--- src/rtl/sprite_blitter_pkg.sv ---
// sprite_blitter_pkg
// Shared frame-manager definitions used by the sprite blitter: color depth,
// draw-area geometry and address widths, source-select width, and the
// blitter state encoding.
package sprite_blitter_pkg;

  localparam int COLOR_DEPTH       = 8;
  localparam int DRAW_WIDTH        = 320;
  localparam int DRAW_HEIGHT       = 240;
  localparam int DRAW_WIDTH_ADDRW  = 9;
  localparam int DRAW_HEIGHT_ADDRW = 8;
  localparam int SOURCE_SEL_ADDRW  = 2;

  typedef enum logic [2:0] {
    ST_IDLE,
    ST_FETCH,
    ST_STREAM,
    ST_DRAIN,
    ST_RELEASE
  } blit_state_t;

endpackage

--- src/rtl/sprite_blitter_scan_counter.sv ---
// blit_scan_counter
// Raster walk over the sprite texture in steps of F in both x and y.
// Keeps sx, sy and the linear ROM address (sy*W + sx) as registers so the
// address is a clean registered output; flags the final texel.
// Ports:
//   clk, resetN   clock, asynchronous active-low reset
//   i_clear       return to texel (0,0)
//   i_step        advance to the next texel in raster order
//   o_sx, o_sy    current texel coordinates
//   o_addr        current ROM address
//   o_last        current texel is the last one of the sprite
module blit_scan_counter #(
  parameter int W   = 32,
  parameter int H   = 32,
  parameter int F   = 2,
  parameter int AW  = 10,
  parameter int SXW = 5,
  parameter int SYW = 5
) (
  input  logic           clk,
  input  logic           resetN,
  input  logic           i_clear,
  input  logic           i_step,
  output logic [SXW-1:0] o_sx,
  output logic [SYW-1:0] o_sy,
  output logic [AW-1:0]  o_addr,
  output logic           o_last
);

  logic [SXW-1:0] r_sx;
  logic [SYW-1:0] r_sy;
  logic [AW-1:0]  r_addr;
  logic           w_row_end;

  assign w_row_end = (r_sx == SXW'(W - F));

  always_ff @(posedge clk or negedge resetN) begin
    if (!resetN) begin
      r_sx   <= '0;
      r_sy   <= '0;
      r_addr <= '0;
    end else if (i_clear) begin
      r_sx   <= '0;
      r_sy   <= '0;
      r_addr <= '0;
    end else if (i_step) begin
      if (w_row_end) begin
        r_sx   <= '0;
        r_sy   <= r_sy + SYW'(F);
        // From (sy, W-F) to (sy+F, 0): +F*W - (W-F)
        r_addr <= r_addr + AW'((F - 1) * W + F);
      end else begin
        r_sx   <= r_sx + SXW'(F);
        r_addr <= r_addr + AW'(F);
      end
    end
  end

  assign o_sx   = r_sx;
  assign o_sy   = r_sy;
  assign o_addr = r_addr;
  assign o_last = w_row_end && (r_sy == SYW'(H - F));

endmodule

--- src/rtl/sprite_blitter.sv ---
// sprite_blitter
// Write-source client of the frame manager's source arbitration. When the
// manager selects SOURCE_ID and raises write_awaited, the blitter latches the
// sprite position, walks the sprite ROM and streams one write per texel onto
// the write bus, then releases the bus and waits for write_awaited to drop.
// Build option: define SPRITE_BLITTER_CLIP_EN to mark off-screen pixels as
// transparent; otherwise coordinates wrap and the caller keeps the sprite
// on-screen.
// Ports:
//   clk, resetN            clock, asynchronous active-low reset
//   write_awaited          manager requests a write pass
//   write_source_sel       currently selected source
//   pos_x, pos_y           signed sprite top-left corner
//   visible                0 = handshake only, no drawing
//   rom_addr / rom_data    synchronous sprite ROM (1-cycle read)
//   write_active           bus claim, one write per high cycle
//   write_transparent      suppress this write
//   write_color_data       pixel color
//   write_x_addr/y_addr    pixel coordinates
module sprite_blitter
  import sprite_blitter_pkg::*;
#(
  parameter int SOURCE_ID         = 0,
  parameter int SPRITE_W          = 32,
  parameter int SPRITE_H          = 32,
  parameter int SCALE_DOWN_FACTOR = 2,
  parameter int TRANSPARENT_COLOR = 0
) (
  input  logic                                  clk,
  input  logic                                  resetN,
  input  logic                                  write_awaited,
  input  logic [SOURCE_SEL_ADDRW-1:0]           write_source_sel,
  input  logic [DRAW_WIDTH_ADDRW:0]             pos_x,
  input  logic [DRAW_HEIGHT_ADDRW:0]            pos_y,
  input  logic                                  visible,
  output logic [$clog2(SPRITE_W*SPRITE_H)-1:0]  rom_addr,
  input  logic [COLOR_DEPTH-1:0]                rom_data,
  output logic                                  write_active,
  output logic                                  write_transparent,
  output logic [COLOR_DEPTH-1:0]                write_color_data,
  output logic [DRAW_WIDTH_ADDRW-1:0]           write_x_addr,
  output logic [DRAW_HEIGHT_ADDRW-1:0]          write_y_addr
);

  localparam int ROM_AW = $clog2(SPRITE_W * SPRITE_H);
  localparam int SXW    = $clog2(SPRITE_W);
  localparam int SYW    = $clog2(SPRITE_H);
  localparam int XW     = DRAW_WIDTH_ADDRW;
  localparam int YW     = DRAW_HEIGHT_ADDRW;

  blit_state_t r_state;

  logic [XW:0]             r_pos_x;
  logic [YW:0]             r_pos_y;
  logic                    r_d1_vld;   // rom_data holds a texel this cycle
  logic [SXW-1:0]          r_d1_sx;
  logic [SYW-1:0]          r_d1_sy;
  logic                    r_write_active;
  logic                    r_write_transparent;
  logic [COLOR_DEPTH-1:0]  r_write_color;
  logic [XW-1:0]           r_write_x;
  logic [YW-1:0]           r_write_y;

  logic                    w_trigger;
  logic                    w_issue;
  logic                    w_cnt_clear;
  logic                    w_cnt_step;
  logic [SXW-1:0]          w_sx;
  logic [SYW-1:0]          w_sy;
  logic [ROM_AW-1:0]       w_addr;
  logic                    w_last;
  logic [XW+1:0]           w_px;
  logic [YW+1:0]           w_py;
  logic                    w_clip;
  logic                    w_texel_transparent;

  assign w_trigger   = write_awaited &&
                       (write_source_sel == SOURCE_SEL_ADDRW'(SOURCE_ID));
  assign w_issue     = (r_state == ST_FETCH) || (r_state == ST_STREAM);
  assign w_cnt_clear = (r_state == ST_IDLE);
  // Hold on the last texel so the address is stable through DRAIN
  assign w_cnt_step  = w_issue && !w_last;

  blit_scan_counter #(
    .W   (SPRITE_W),
    .H   (SPRITE_H),
    .F   (SCALE_DOWN_FACTOR),
    .AW  (ROM_AW),
    .SXW (SXW),
    .SYW (SYW)
  ) u_scan (
    .clk     (clk),
    .resetN  (resetN),
    .i_clear (w_cnt_clear),
    .i_step  (w_cnt_step),
    .o_sx    (w_sx),
    .o_sy    (w_sy),
    .o_addr  (w_addr),
    .o_last  (w_last)
  );

  assign rom_addr = w_addr;

  // Sign-extend position by one bit and add the unsigned texel offset so
  // off-screen pixels on either side remain distinguishable.
  assign w_px = {r_pos_x[XW], r_pos_x} + (XW + 2)'(r_d1_sx);
  assign w_py = {r_pos_y[YW], r_pos_y} + (YW + 2)'(r_d1_sy);

  assign w_texel_transparent = (rom_data == COLOR_DEPTH'(TRANSPARENT_COLOR));

`ifdef SPRITE_BLITTER_CLIP_EN
  assign w_clip = w_px[XW+1] || (w_px >= (XW + 2)'(DRAW_WIDTH)) ||
                  w_py[YW+1] || (w_py >= (YW + 2)'(DRAW_HEIGHT));
`else
  // Coordinates wrap; the extension bits only matter when clipping.
  logic w_unused_ext;
  assign w_unused_ext = ^{w_px[XW+1:XW], w_py[YW+1:YW]};
  assign w_clip = 1'b0;
`endif

  always_ff @(posedge clk or negedge resetN) begin
    if (!resetN) begin
      r_state             <= ST_IDLE;
      r_pos_x             <= '0;
      r_pos_y             <= '0;
      r_d1_vld            <= 1'b0;
      r_d1_sx             <= '0;
      r_d1_sy             <= '0;
      r_write_active      <= 1'b0;
      r_write_transparent <= 1'b0;
      r_write_color       <= '0;
      r_write_x           <= '0;
      r_write_y           <= '0;
    end else begin
      // Coordinates travel alongside the ROM read so they meet rom_data
      r_d1_vld <= w_issue;
      r_d1_sx  <= w_sx;
      r_d1_sy  <= w_sy;

      // Bus is all-zero unless a write is being driven
      r_write_active      <= 1'b0;
      r_write_transparent <= 1'b0;
      r_write_color       <= '0;
      r_write_x           <= '0;
      r_write_y           <= '0;
      if (r_d1_vld) begin
        r_write_active      <= 1'b1;
        r_write_transparent <= w_texel_transparent || w_clip;
        r_write_color       <= rom_data;
        r_write_x           <= w_px[XW-1:0];
        r_write_y           <= w_py[YW-1:0];
      end

      case (r_state)
        ST_IDLE: begin
          if (w_trigger) begin
            r_pos_x <= pos_x;
            r_pos_y <= pos_y;
            if (visible) begin
              r_state <= ST_FETCH;
            end else begin
              // Single transparent write keeps the manager's handshake moving
              r_write_active      <= 1'b1;
              r_write_transparent <= 1'b1;
              r_state             <= ST_RELEASE;
            end
          end
        end
        ST_FETCH:   r_state <= w_last ? ST_DRAIN : ST_STREAM;
        ST_STREAM:  if (w_last) r_state <= ST_DRAIN;
        ST_DRAIN:   r_state <= ST_RELEASE;
        ST_RELEASE: if (!write_awaited) r_state <= ST_IDLE;
        default:    r_state <= ST_IDLE;
      endcase
    end
  end

  assign write_active      = r_write_active;
  assign write_transparent = r_write_transparent;
  assign write_color_data  = r_write_color;
  assign write_x_addr      = r_write_x;
  assign write_y_addr      = r_write_y;

endmodule
--- config.mk ---
export PLATFORM = sky130hd
export DESIGN_NAME = sprite_blitter
export DESIGN_NICKNAME = d
export VERILOG_FILES = /design/src/rtl/sprite_blitter_pkg.sv /design/src/rtl/sprite_blitter_scan_counter.sv /design/src/rtl/sprite_blitter.sv
export SDC_FILE = /design/constraint.sdc
export NUM_CORES = 1
export LEC_CHECK = 0
export ABC_AREA = 1
export BUFFER_PORTS_ARGS = -buffer_cell sky130_fd_sc_hd__buf_2
export CORE_MARGIN = 2
export CORE_UTILIZATION = 45
export CTS_CLUSTER_SIZE = 40
export DETAILED_ROUTE_END_ITERATION = 7
export PLACE_DENSITY = 0.69
export SYNTH_ARGS = -nofsm -noshare
export SYNTH_HDL_FRONTEND = slang
export SYNTH_SLANG_ARGS = --single-unit
--- constraint.sdc ---
create_clock -name clk -period 4.85 [get_ports clk]
set_input_delay 0.485 -clock clk [delete_from_list [all_inputs] [get_ports clk]]
set_output_delay 0.485 -clock clk [all_outputs]
set_load 0.05 [all_outputs]
* Yosys cells after proc, flatten, opt, wreduce, memory -nomap -nowiden
Cells that the tools add are included.
Cells by class: add/sub/neg operators 6, multiplexer cells 26, eq/ne operators 9, reductions and logical operators 13
Operators by type and width (number):
- 2-to-1 mux 10 bit | 3
- 2-to-1 mux 5 bit | 6
- 2-to-1 mux 8 bit | 2
- one-hot mux 3 bit (5 select lines) | 1
- 2-to-1 mux 3 bit | 4
- adder 10 x 2 -> 10 bit, second input constant | 1
- adder 10 x 6 -> 10 bit, second input constant | 1
- adder 5 x 2 -> 5 bit, second input constant | 2
- equality test 5 bit, second input constant | 2
- adder 9 x 6 -> 9 bit | 1
- 2-to-1 mux 1 bit | 9
- 2-to-1 mux 9 bit | 1
- adder 8 x 6 -> 8 bit | 1
- logical NOT 8 bit | 1
- equality test 3 x 2 -> 1 bit, second input constant | 2
- != test 2 bit, second input constant | 3
- AND reduction 2 bit | 2
- nonzero test 2 bit | 2
- equality test 3 x 1 -> 1 bit, second input constant | 1
- equality test 3 bit, second input constant | 1
- logical AND 1 bit | 3
- logical NOT 3 bit | 1
- AND reduction 3 bit | 1
- logical NOT 2 bit | 1
- 2 further kinds | 2
Word-level totals: logic and storage cells 68, output and inout bits 37, register bits 78

* Logic depth before layout (Yosys ltp)
depth in word-level cells 6, mapped depth 10, mapped depth without buffers 10

* Modules after synthesis
A second synthesis with hierarchy kept.
Unflattened totals: cell total of the unflattened synthesis 387, area, all modules 3522.1 sq um
By module, submodules not included:
- sprite_blitter | area each 2587.5 sq um, sequential area each 1451.4 sq um, cells each 275, times used 1
- blit_scan_counter | area each 934.6 sq um, sequential area each 425.4 sq um, cells each 112, times used 1

* Worst setup path before layout
No wires, ideal clock.
kind register to register, from register u_scan.r_addr[1] (netlist: u_scan.o_addr[1]), to register u_scan.r_addr[9] (netlist: u_scan.o_addr[9]), required time 4.732 ns, slack 3.293 ns, data arrival time 1.439 ns, setup time 0.118 ns, cell stages (with the launch flop) 9, path through dfrtp_1 -> ha_1 -> inv_1 -> nor2_1 -> nand2_1 -> nand2_1 -> nand2_1 -> nand4_1 -> nand2_1
Between the ends: cells in the longest elaborated chain, start to end 4, elaborated cells between the ends (all ways) 5, those cells by class add/sub: 2; mux: 3
RTL lines:
- start, declared | line sprite_blitter_scan_counter.sv:32 | logic [AW-1:0] r_addr;
- start signal, assigned | line sprite_blitter_scan_counter.sv:51 | r_addr <= r_addr + AW'((F - 1) * W + F);
- start signal, assigned | line sprite_blitter_scan_counter.sv:54 | r_addr <= r_addr + AW'(F);
- adder 10 x 2 -> 10 bit or adder 10 x 6 -> 10 bit (tied branches) | line sprite_blitter_scan_counter.sv:54, sprite_blitter_scan_counter.sv:51
- 2-to-1 mux 10 bit * | line sprite_blitter_scan_counter.sv:47 | if (w_row_end) begin
- 2-to-1 mux 10 bit * | line sprite_blitter_scan_counter.sv:46 | end else if (i_step) begin
- 2-to-1 mux 10 bit * | line sprite_blitter_scan_counter.sv:42 | end else if (i_clear) begin
Every way passes the cells marked *; elsewhere a longest branch is shown, timed or not. The select of a mux whose other input is x is not followed. A chain may end at the register's enable or synchronous reset.

* Final worst setup path
from register r_state[0], to register r_pos_y[7]
Between the ends: cells in the longest elaborated chain, start to end 2
RTL lines:
- start, declared | line sprite_blitter.sv:51 | blit_state_t r_state;
- start signal, assigned | line sprite_blitter.sv:169 | ST_FETCH: r_state <= w_last ? ST_DRAIN : ST_STREAM;
- logical NOT 3 bit | line sprite_blitter.sv:154 | case (r_state)
- AND reduction 2 bit (no line)
- end signal, assigned | line sprite_blitter.sv:158 | r_pos_y <= pos_y;
- end, declared | line sprite_blitter.sv:54 | logic [YW:0] r_pos_y;
Every way passes these cells.

==> results.py <==
metrics = {
    "status": {
        "status": "completed",
    },
    "cts": {
        "cts_post_setup_buffers_inserted": 0,
        "post_cts_resized": 0,
        "root_buffer": "clkbuf_8",
        "clockBufferDepth": 2,
        "cts_hold_buf": 0,
        "clock_latency_ns": 0.35,
        "cts_made_buffers": 9,
        "htreeDepth": 3,
        "cts_tree": "built",
        "cts.sinks": 73,
        "clkTransAtPathRegs_ns": 0.08,
    },
    "synthesis": {
        "synth_common_cells": "98 x nand2_1, 73 x dfrtp_1, 50 x inv_1",
        "synth_compound_area_share_pct": 7.25,
        "ys.flop_type": "dfrtp_1",
        "synth_adder_area_share_pct": 5.03,
        "syn_nets": 429,
        "yosysMostFrequentCell": "nand2_1",
        "synth_top_area_share_pct": 54.0,
        "synth_area_leaders": "dfrtp_1 54%, nand2_1 11%, inv_1 5.5%",
        "syn_area_mm2": 0.00338,
        "yosys.area_share.simple_pct": 23.4,
        "ys_seq_area_share_pct": 54.0,
        "synth-seq-cells": 73,
        "synth_edf_count": 0,
        "synth_xor_area_share_pct": 2.33,
        "synth_cells": 383,
        "synthDistinctLibCells": 32,
        "synth_top_area_cell": "dfrtp_1",
        "yosys-mux-area-fraction_pct": 0,
        "syn-mean-instance-area_um2": 8.83,
        "synthArstFlopShare_pct": 100,
        "synth_top_family_by_area": "simple AND/OR/NAND/NOR gates",
        "ys_warn_count": 0,
    },
    "floorplanning": {
        "die_h_um": 90.7,
        "die_w_um": 90.7,
        "ioPinCount": 70,
        "initial_core_util_pct": 46.6,
        "die-area_mm2": 0.00823,
        "core_mm2": 0.00725,
        "fp-row-count": 31,
    },
    "routing": {
        "drc_errors": 0,
        "wl_per_cell_um": 11.9,
        "drt-initial-drc-count": 185,
        "vias": 2632,
        "first_pass_iters": 4,
        "via_per_inst": 4.74,
        "ant_nets": 0,
        "wirelength_um": 6580,
    },
    "timing": {
        "rsz0062_at_grt": "no",
        "fmax_mhz": 511,
        "period_needed_ns": 1.96,
        "setup_slack_ns": 2.89,
        "finalCritPeriodShare_pct": 40.3,
        "finalSetupViolations": 0,
        "relSlewSlack_pct": 34.1,
        "worst_pin_slew_ns": 0.989,
        "clock_skew_ns": 0.00862,
        "report.final.slew_viol_count": 0,
        "hold_violations": 0,
        "hold_slack_ns": 0.295,
        "fin_setup_tns_ns": 0,
    },
    "worst_setup_path": {
        "critical-path-slowest-cell": "dfrtp_1",
        "cpPeakStageDelay_ns": 0.41,
        "crit_type": "register to register",
        "cp-start-kind": "register",
        "worstPathCellList": "nor2_1, nand2_1, inv_2, nand3_4, nor2_1, a21oi_2",
        "crit_path_max_fanout": 36,
        "path_buf_inv": 1,
        "crit_top_cell": "nor2_1",
        "crit_required_ns": 5.08,
        "crit_arrival_ns": 2.18,
        "path_delay_family": "simple AND/OR/NAND/NOR gates",
        "end_kind": "register",
    },
    "power": {
        "power_switching_w": 0.000963,
        "leakagePower_nw": 2.26,
        "ir_drop_mv": 0.323,
        "power_density_mw_per_mm2": 544,
        "p_comb_share_pct": 39.6,
        "p_int_w": 0.00118,
        "seq_power_share_pct": 41.6,
        "p_clk_share_pct": 18.8,
        "switching_share_pct": 44.9,
    },
    "layout": {
        "synthToLayoutAreaGrowth_pct": 16.7,
        "drive_gt1_share_pct": 21.7,
        "antenna_cells": 0,
        "finalNetCount": 497,
        "final_area_mm2": 0.00395,
    },
    "place": {
        "dp_hpwl_um": 4650,
        "io_buffer_count": 66,
        "gp_congestion": 0.832,
        "dpl_worst_slack_ns": 2.90,
        "placed_area_mm2": 0.00378,
    },
    "grt": {
        "grt-ovfl-total": 0,
        "grt_max_degree": 46,
        "antenna_found_initial": 0,
        "grt_pass1_vias": 2500,
        "gr-usage-all-layers_pct": 17.4,
        "grt_pass1_wl_um": 11400,
    },
    "job": {
        "drv_cap": 0,
    },
    "min_path": {
        "hold_path_class": "input port to asynchronous set/reset pin",
    },
}
## path summary, 6_finish.rpt
| path | start | slack [ns] | end | cells past startpoint |
|---|---|---|---|---|
| max in group asynchronous | resetN | 3.61 | write_color_data[0] | 2 |
| worst max register to register | r_state[0] | 2.89 | r_pos_y[7] | 6 |
| worst min-delay path | resetN | 0.29 | r_pos_x[6] | 1 |
| worst max-delay path | r_state[0] | 2.89 | r_pos_y[7] | 6 |
| worst min register to register | u_scan.o_sx[4] | 0.43 | r_d1_sx[4] | 0 |
| min in group clk | rom_data[6] | 0.34 | write_color_data[6] | 3 |
## layer usage
metal	track usage [%]	share of wire [%]	routed length (µm)	vias up
li1	-	-	-	1340
met1	22.1	44	2930	1218
met2	27.7	49	3200	64
met3	6.01	5.8	384	10
met4	5.90	1.2	76	0
met5	0	0	0	-
## through the flow
stage	total power, W	utilization (%)	std cells
after floorplan	0.00155	-	383
after global placement	0.00174	52.2	539
after detailed placement	0.00177	52.2	539
after CTS	0.00218	54.4	555
after global routing	0.00231	54.4	555
final	0.00215	54.4	555
## cell usage in the layout (no fill, tap or decap), types with 2 or more instances in the layout
cell,n
a21boi_0,2
a21oi_1,11
a21oi_2,5
buf_2,66
clkbuf_8,9
clkinv_2,4
clkinvlp_4,2
conb_1,2
dfrtp_1,73
ha_1,12
inv_1,50
inv_2,2
nand2_1,98
nand2_2,4
nand3_1,20
nand3b_1,2
nand4_1,12
nor2_1,33
nor3_1,3
nor4_1,2
o21ai_0,7
o21ai_1,18
xnor2_1,2
xor2_1,7
## power groups by stage
stage               Clock, W  Combinational (W)  Sequential, W
floorplan                  0           0.000437        0.00112
global placement           0           0.000842       0.000897
detailed placement         0           0.000862       0.000903
CTS                 0.000420           0.000865       0.000892
global route        0.000448           0.000948       0.000916
finish              0.000403           0.000851       0.000893
## flip-flops by register name, indices dropped and copies added (netlist names)
register	cells
r_d1_sx	4
u_scan.o_sx	4
u_scan.o_addr	9
r_d1_sy	4
r_d1_vld	1
u_scan.o_sy	4
write_x_addr	9
write_color_data	8
write_active	1
write_transparent	1
r_pos_x	9
r_pos_y	8
r_state	3
write_y_addr	8
## cell families after synthesis
kind of cell / after synthesis
XOR/XNOR: 9
other: 2
buffers and inverters: 63
flip-flops: 73
AND/OR/NAND/NOR: 179
AO/OA/AOI/OAI: 44
adder cells (fa/ha/maj): 13
## layout make-up
class | count | area, µm²
timing repair buffer | 67 | 338
tap | 99 | 124
fill | 688 | 3310
multi-input combinational | 247 | 1290
sequential | 73 | 1830
clock inverter | 6 | 35.0
clock buffer | 10 | 128
inverter | 53 | 204
(Power assumes the default switching activity.)
